`src/rtl/spi_xfer_sched.sv`:
```
// spi_xfer_sched: round-robin scheduler for two requesters sharing one mode-0 SPI link.
// Optional macro SPI_LOOPBACK_EN adds a loopback input that samples mosi instead of miso.
module spi_xfer_sched #(
  parameter int CLK_DIV = 750,
  parameter int FRAME_W = 16,
  parameter int CS_GAP  = 4
) (
  input  logic               clk,
  input  logic               rst,
  input  logic [1:0]         req,
  input  logic [FRAME_W-1:0] tx_data0,
  input  logic [FRAME_W-1:0] tx_data1,
  output logic [1:0]         gnt,
  output logic               busy,
  output logic [FRAME_W-1:0] rx_data,
  output logic               rx_valid,
  output logic               rx_owner,
  output logic               sclk,
  output logic               mosi,
  input  logic               miso,
`ifdef SPI_LOOPBACK_EN
  input  logic               loopback,
`endif
  output logic               cs_n
);
  localparam int DIV_W = $clog2(CLK_DIV);
  localparam int BIT_W = $clog2(FRAME_W + 1);
  localparam int GAP_W = $clog2(CS_GAP + 2);

  typedef enum logic [1:0] {IDLE, SHIFT, HOLD, GAP} state_t;

  state_t             state_q, state_d;
  logic [DIV_W-1:0]   div_q, div_d;
  logic [BIT_W-1:0]   bit_q, bit_d;
  logic [GAP_W-1:0]   gap_q, gap_d;
  logic               ptr_q, ptr_d;
  logic [FRAME_W-1:0] tx_sh_q, tx_sh_d;
  logic [FRAME_W-1:0] rx_sh_q, rx_sh_d;
  logic [1:0]         gnt_q, gnt_d;
  logic               busy_q, busy_d;
  logic [FRAME_W-1:0] rx_data_q, rx_data_d;
  logic               rx_valid_q, rx_valid_d;
  logic               rx_owner_q, rx_owner_d;
  logic               sclk_q, sclk_d;
  logic               mosi_q, mosi_d;
  logic               cs_n_q, cs_n_d;
  logic               tick;
  logic               sample_bit;
  logic               win;

  assign tick = (div_q == DIV_W'(CLK_DIV - 1));

`ifdef SPI_LOOPBACK_EN
  assign sample_bit = loopback ? mosi_q : miso;
`else
  assign sample_bit = miso;
`endif

  always_comb begin
    // With both requesting, the one not served last wins.
    win        = (req == 2'b11) ? ~ptr_q : req[1];
    state_d    = state_q;
    div_d      = tick ? '0 : div_q + DIV_W'(1);
    bit_d      = bit_q;
    gap_d      = gap_q;
    ptr_d      = ptr_q;
    tx_sh_d    = tx_sh_q;
    rx_sh_d    = rx_sh_q;
    gnt_d      = 2'b00;
    busy_d     = busy_q;
    rx_data_d  = rx_data_q;
    rx_valid_d = 1'b0;
    rx_owner_d = rx_owner_q;
    sclk_d     = sclk_q;
    mosi_d     = mosi_q;
    cs_n_d     = cs_n_q;
    case (state_q)
      IDLE: begin
        div_d = '0;
        if (req != 2'b00) begin
          gnt_d   = win ? 2'b10 : 2'b01;
          tx_sh_d = win ? tx_data1 : tx_data0;
          mosi_d  = tx_sh_d[FRAME_W-1];
          cs_n_d  = 1'b0;
          busy_d  = 1'b1;
          ptr_d   = win;
          bit_d   = '0;
          sclk_d  = 1'b0;
          state_d = SHIFT;
        end
      end
      SHIFT: begin
        if (tick) begin
          sclk_d = ~sclk_q;
          if (!sclk_q) begin
            rx_sh_d = {rx_sh_q[FRAME_W-2:0], sample_bit};
            bit_d   = bit_q + BIT_W'(1);
          end else begin
            tx_sh_d = tx_sh_q << 1;
            mosi_d  = tx_sh_q[FRAME_W-2];
            if (bit_q == BIT_W'(FRAME_W)) state_d = HOLD;
          end
        end
      end
      HOLD: begin
        if (tick) begin
          cs_n_d     = 1'b1;
          rx_data_d  = rx_sh_q;
          rx_valid_d = 1'b1;
          rx_owner_d = ptr_q;
          gap_d      = '0;
          state_d    = GAP;
        end
      end
      GAP: begin
        if (tick) begin
          if (gap_q == GAP_W'(CS_GAP - 1)) begin
            busy_d  = 1'b0;
            state_d = IDLE;
          end else begin
            gap_d = gap_q + GAP_W'(1);
          end
        end
      end
      default: state_d = IDLE;
    endcase
  end

  always_ff @(posedge clk) begin
    if (rst) begin
      state_q    <= IDLE;
      div_q      <= '0;
      bit_q      <= '0;
      gap_q      <= '0;
      ptr_q      <= 1'b1;
      gnt_q      <= 2'b00;
      busy_q     <= 1'b0;
      rx_data_q  <= '0;
      rx_valid_q <= 1'b0;
      rx_owner_q <= 1'b0;
      sclk_q     <= 1'b0;
      mosi_q     <= 1'b0;
      cs_n_q     <= 1'b1;
    end else begin
      state_q    <= state_d;
      div_q      <= div_d;
      bit_q      <= bit_d;
      gap_q      <= gap_d;
      ptr_q      <= ptr_d;
      gnt_q      <= gnt_d;
      busy_q     <= busy_d;
      rx_data_q  <= rx_data_d;
      rx_valid_q <= rx_valid_d;
      rx_owner_q <= rx_owner_d;
      sclk_q     <= sclk_d;
      mosi_q     <= mosi_d;
      cs_n_q     <= cs_n_d;
    end
    // Shift registers carry only data; they are reloaded on every grant.
    tx_sh_q <= tx_sh_d;
    rx_sh_q <= rx_sh_d;
  end

  assign gnt      = gnt_q;
  assign busy     = busy_q;
  assign rx_data  = rx_data_q;
  assign rx_valid = rx_valid_q;
  assign rx_owner = rx_owner_q;
  assign sclk     = sclk_q;
  assign mosi     = mosi_q;
  assign cs_n     = cs_n_q;
endmodule

```
`config.mk`:
```
export PLATFORM = sky130hd
export DESIGN_NAME = spi_xfer_sched
export DESIGN_NICKNAME = d
export VERILOG_FILES = /design/src/rtl/spi_xfer_sched.sv
export SDC_FILE = /design/constraint.sdc
export NUM_CORES = 1
export LEC_CHECK = 0
export CORE_MARGIN = 2
export CORE_UTILIZATION = 45
export DETAILED_ROUTE_END_ITERATION = 7
export HOLD_SLACK_MARGIN = 0.03
export PLACE_DENSITY = 0.7
export SETUP_SLACK_MARGIN = 0.1
export SLEW_MARGIN = 10
export SYNTH_ARGS = -nofsm -noshare
export SYNTH_HDL_FRONTEND = slang
export SYNTH_SLANG_ARGS = --single-unit
```
`constraint.sdc`:
```
create_clock -name clk -period 3.9 [get_ports clk]
set_clock_uncertainty 0.05 [all_clocks]
set_input_delay 0.78 -clock clk [delete_from_list [all_inputs] [get_ports clk]]
set_output_delay 0.78 -clock clk [all_outputs]
set_load 0.01 [all_outputs]
```
==> qor.csv <==
metric;value;unit
max-slew violations;0;
die height;90.4;µm
routed len/inst;14.0;µm
layout cell share with drive strength beyond 1;8.55;%
GPL Wtd Cong;0.778;
Die W;90.4;µm
Root Buffer Master;clkbuf_8;
clk sink count;76;
async set-or-reset flop fraction in the synthesized netlist;0;%
Worst Path Arrival;2.45;ns
dominant cells by area after synthesis;edfxtp_1 28%, dfxtp_1 27%, mux2i_1 5.1%;
Post-Syn Area per Cell;10.4;µm²
leakage;1.40;nW
critical path peak fanout;15;
Primary FF master, synth;dfxtp_1;
crit start category;input pin;
Mapped Cells;323;
Final setup viols;0;
largest net degree at the start of global routing;38;
Seq/Total Area, Yosys;54.6;%
commonest non-fill, non-tap cell in the layout;clkdlybuf4s50_1;
Core Util, Final;57.8;%
Synth Warn #;0;
Post-Route WL;6770;µm
Clock Latency Late Sink;0.35;ns
DRC marker count from the first detailed-route iteration;113;
Max Fclk;0.403;GHz
WS Path Type;in2reg;
EDFF count, synth;31;
DP Wirelength;4790;µm
first-pass GRT wire length;12000;µm
Sw Ratio;32.6;%
Worst Hold Class;reg2reg;
Clock Path Buffers;2;
max-cap violations;0;
Seq cells post-synth;76;
clock power share;26.0;%
Post-Syn Area;3360;µm²
# fillers;686;
Core Area;7250;µm²
worst vdd ir;0.247;mV
Final #Nets;429;
crit path from;req[0];
GRT Overall Usage;17.9;%
Area Overhead vs Synth;24.8;%
top cell type by total area after synthesis;edfxtp_1;
Crit Reg-Reg Startpoint;state_q[0];
most frequent cells in the layout;60 x clkdlybuf4s50_1, 45 x dfxtp_1, 42 x nand2_1;
power density cells;507;nW/µm²
CTS tree;yes;
Hold WS;0.404;ns
synth unique cells;53;
post-CTS sizing;0;
RSZ-0062 raised after global routing;no;
HP Start;rx_sh_q[7];
slew of the pin with the lowest slew margin;0.807;ns
Gate power share;25.1;%
# rows;31;
Synth top area share;27.7;%
initial antenna violation count;0;
setup tns final;0;ns
number of routed nets with antenna violations;0;
DRT Pass-1 Iters;4;
Final min period;2.48;ns
vias in the first global route;2666;
number of CTS-inserted buffers;9;
post-CTS setup buffers;0;
ANT cells;0;
sequential power share;48.9;%
Critical Path RT;3.87;ns
clk slew on worst S/H paths;0.08;ns
switching pwr;0.000693;W
net count after synthesis;371;
Worst Setup End Kind;flip-flop;
Tcrit/Tclk final;63.6;%
I/O pin cnt;61;
Int Pwr;0.00143;W
H-tree depth;3;
total global routing overflow;0;
Vias/cell;5.30;
Initial Util;46.3;%
Max-Slew Margin vs Limit;46.2;%
outcome;finished clean;
die area;8170;µm²
DRC viols;0;
Final Hold Fails;0;
via count;2570;
hold_buf cts;0;
PortBufs;60;
==> sequential cells by signal, summed over array words and instances, names as in the netlist <==
name / flops
bit_q: 5
busy: 1
cs_n: 1
div_q: 10
gap_q: 3
gnt: 2
mosi: 1
ptr_q: 1
rx_data: 16
rx_owner: 1
rx_sh_q: 16
rx_valid: 1
sclk: 1
state_q: 2
tx_sh_q: 15
==> worst max-delay path, stage by stage <==
cell and delay [ns]:
clkdlybuf4s50_1 0.51, or3b_1 0.49, o21a_2 0.19, a31oi_4 0.18, inv_1 0.29
==> layer usage <==
layer	global-route usage, %	part of all wire [%]
met5	0	0
met2	31.5	49
met3	3.51	3.9
met1	21.6	46
met4	7.18	1.5
==> worst paths after layout <==
kind | end | cells after the start | slack [ns]
worst max-delay path | tx_sh_q[10] | 5 | 1.42
worst min-delay path | rx_sh_q[8] | 0 | 0.40
worst max register to register | tx_sh_q[10] | 6 | 1.56
worst min register to register | rx_sh_q[8] | 0 | 0.40
==> layout make-up <==
cell class | instances | area (µm²) | area share, %
inverter | 12 | 45.0 | 1.08
tap | 99 | 124 | 2.96
timing repair buffer | 64 | 631 | 15.1
sequential | 76 | 1830 | 43.7
multi-input combinational | 218 | 1380 | 32.9
clock inverter | 7 | 57.6 | 1.37
clock buffer | 9 | 124 | 2.96
==> cell families (layout without fill, tap and decap cells) <==
| kind of cell | count (synthesis) | count (layout) | synth area share [%] |
|---|---|---|---|
| flip-flops | 76 | 76 | 54.6 |
| buffers and inverters | 29 | 92 | 4.62 |
| AND/OR/NAND/NOR | 108 | 108 | 15.9 |
| adder cells (fa/ha/maj) | 11 | 11 | 4.10 |
| AO/OA/AOI/OAI | 73 | 73 | 13.3 |
| XOR/XNOR | 8 | 8 | 2.09 |
| multiplexers | 18 | 18 | 5.40 |
==> synthesized netlist by cell type, drive strengths merged (2+ instances only) <==
library cell and number:
buf 8, a21oi 25, inv 12, mux2i 17, edfxtp 31, o21a 3, nor4 2, clkbuf 9
o311ai 5, or3 4, a31oi 3, nand2 42, nor3 5, nor2 18, nand4 2, ha 11
dfxtp 45, and3 3, o21ai 28, nand3 24, xnor2 6, o31ai 2, xor2 2
==> power by group through the flow <==
stage	Combinational (W)	Clock (W)	Sequential [W]
finish	0.000533	0.000553	0.00104
floorplan	0.000391	0	0.00104
CTS	0.000540	0.000568	0.00104
global route	0.000602	0.000607	0.00106
global placement	0.000520	0	0.00105
detailed placement	0.000538	0	0.00106
==> through the flow <==
| stage | cell area (µm²) | worst slack (ns) | power (W) | std cells |
|---|---|---|---|---|
| 2_1_floorplan | 3360 | 1.74 | 0.00144 | 323 |
| 3_3_place_gp | 4010 | 1.10 | 0.00157 | 469 |
| 3_5_place_dp | 4010 | 1.02 | 0.00160 | 469 |
| 4_1_cts | 4190 | 1.18 | 0.00215 | 485 |
| 5_1_grt | 4190 | 1.28 | 0.00226 | 485 |
| 6_report | 4190 | 1.42 | 0.00213 | 485 |
Note: power is estimated with default switching activity, not from simulation.
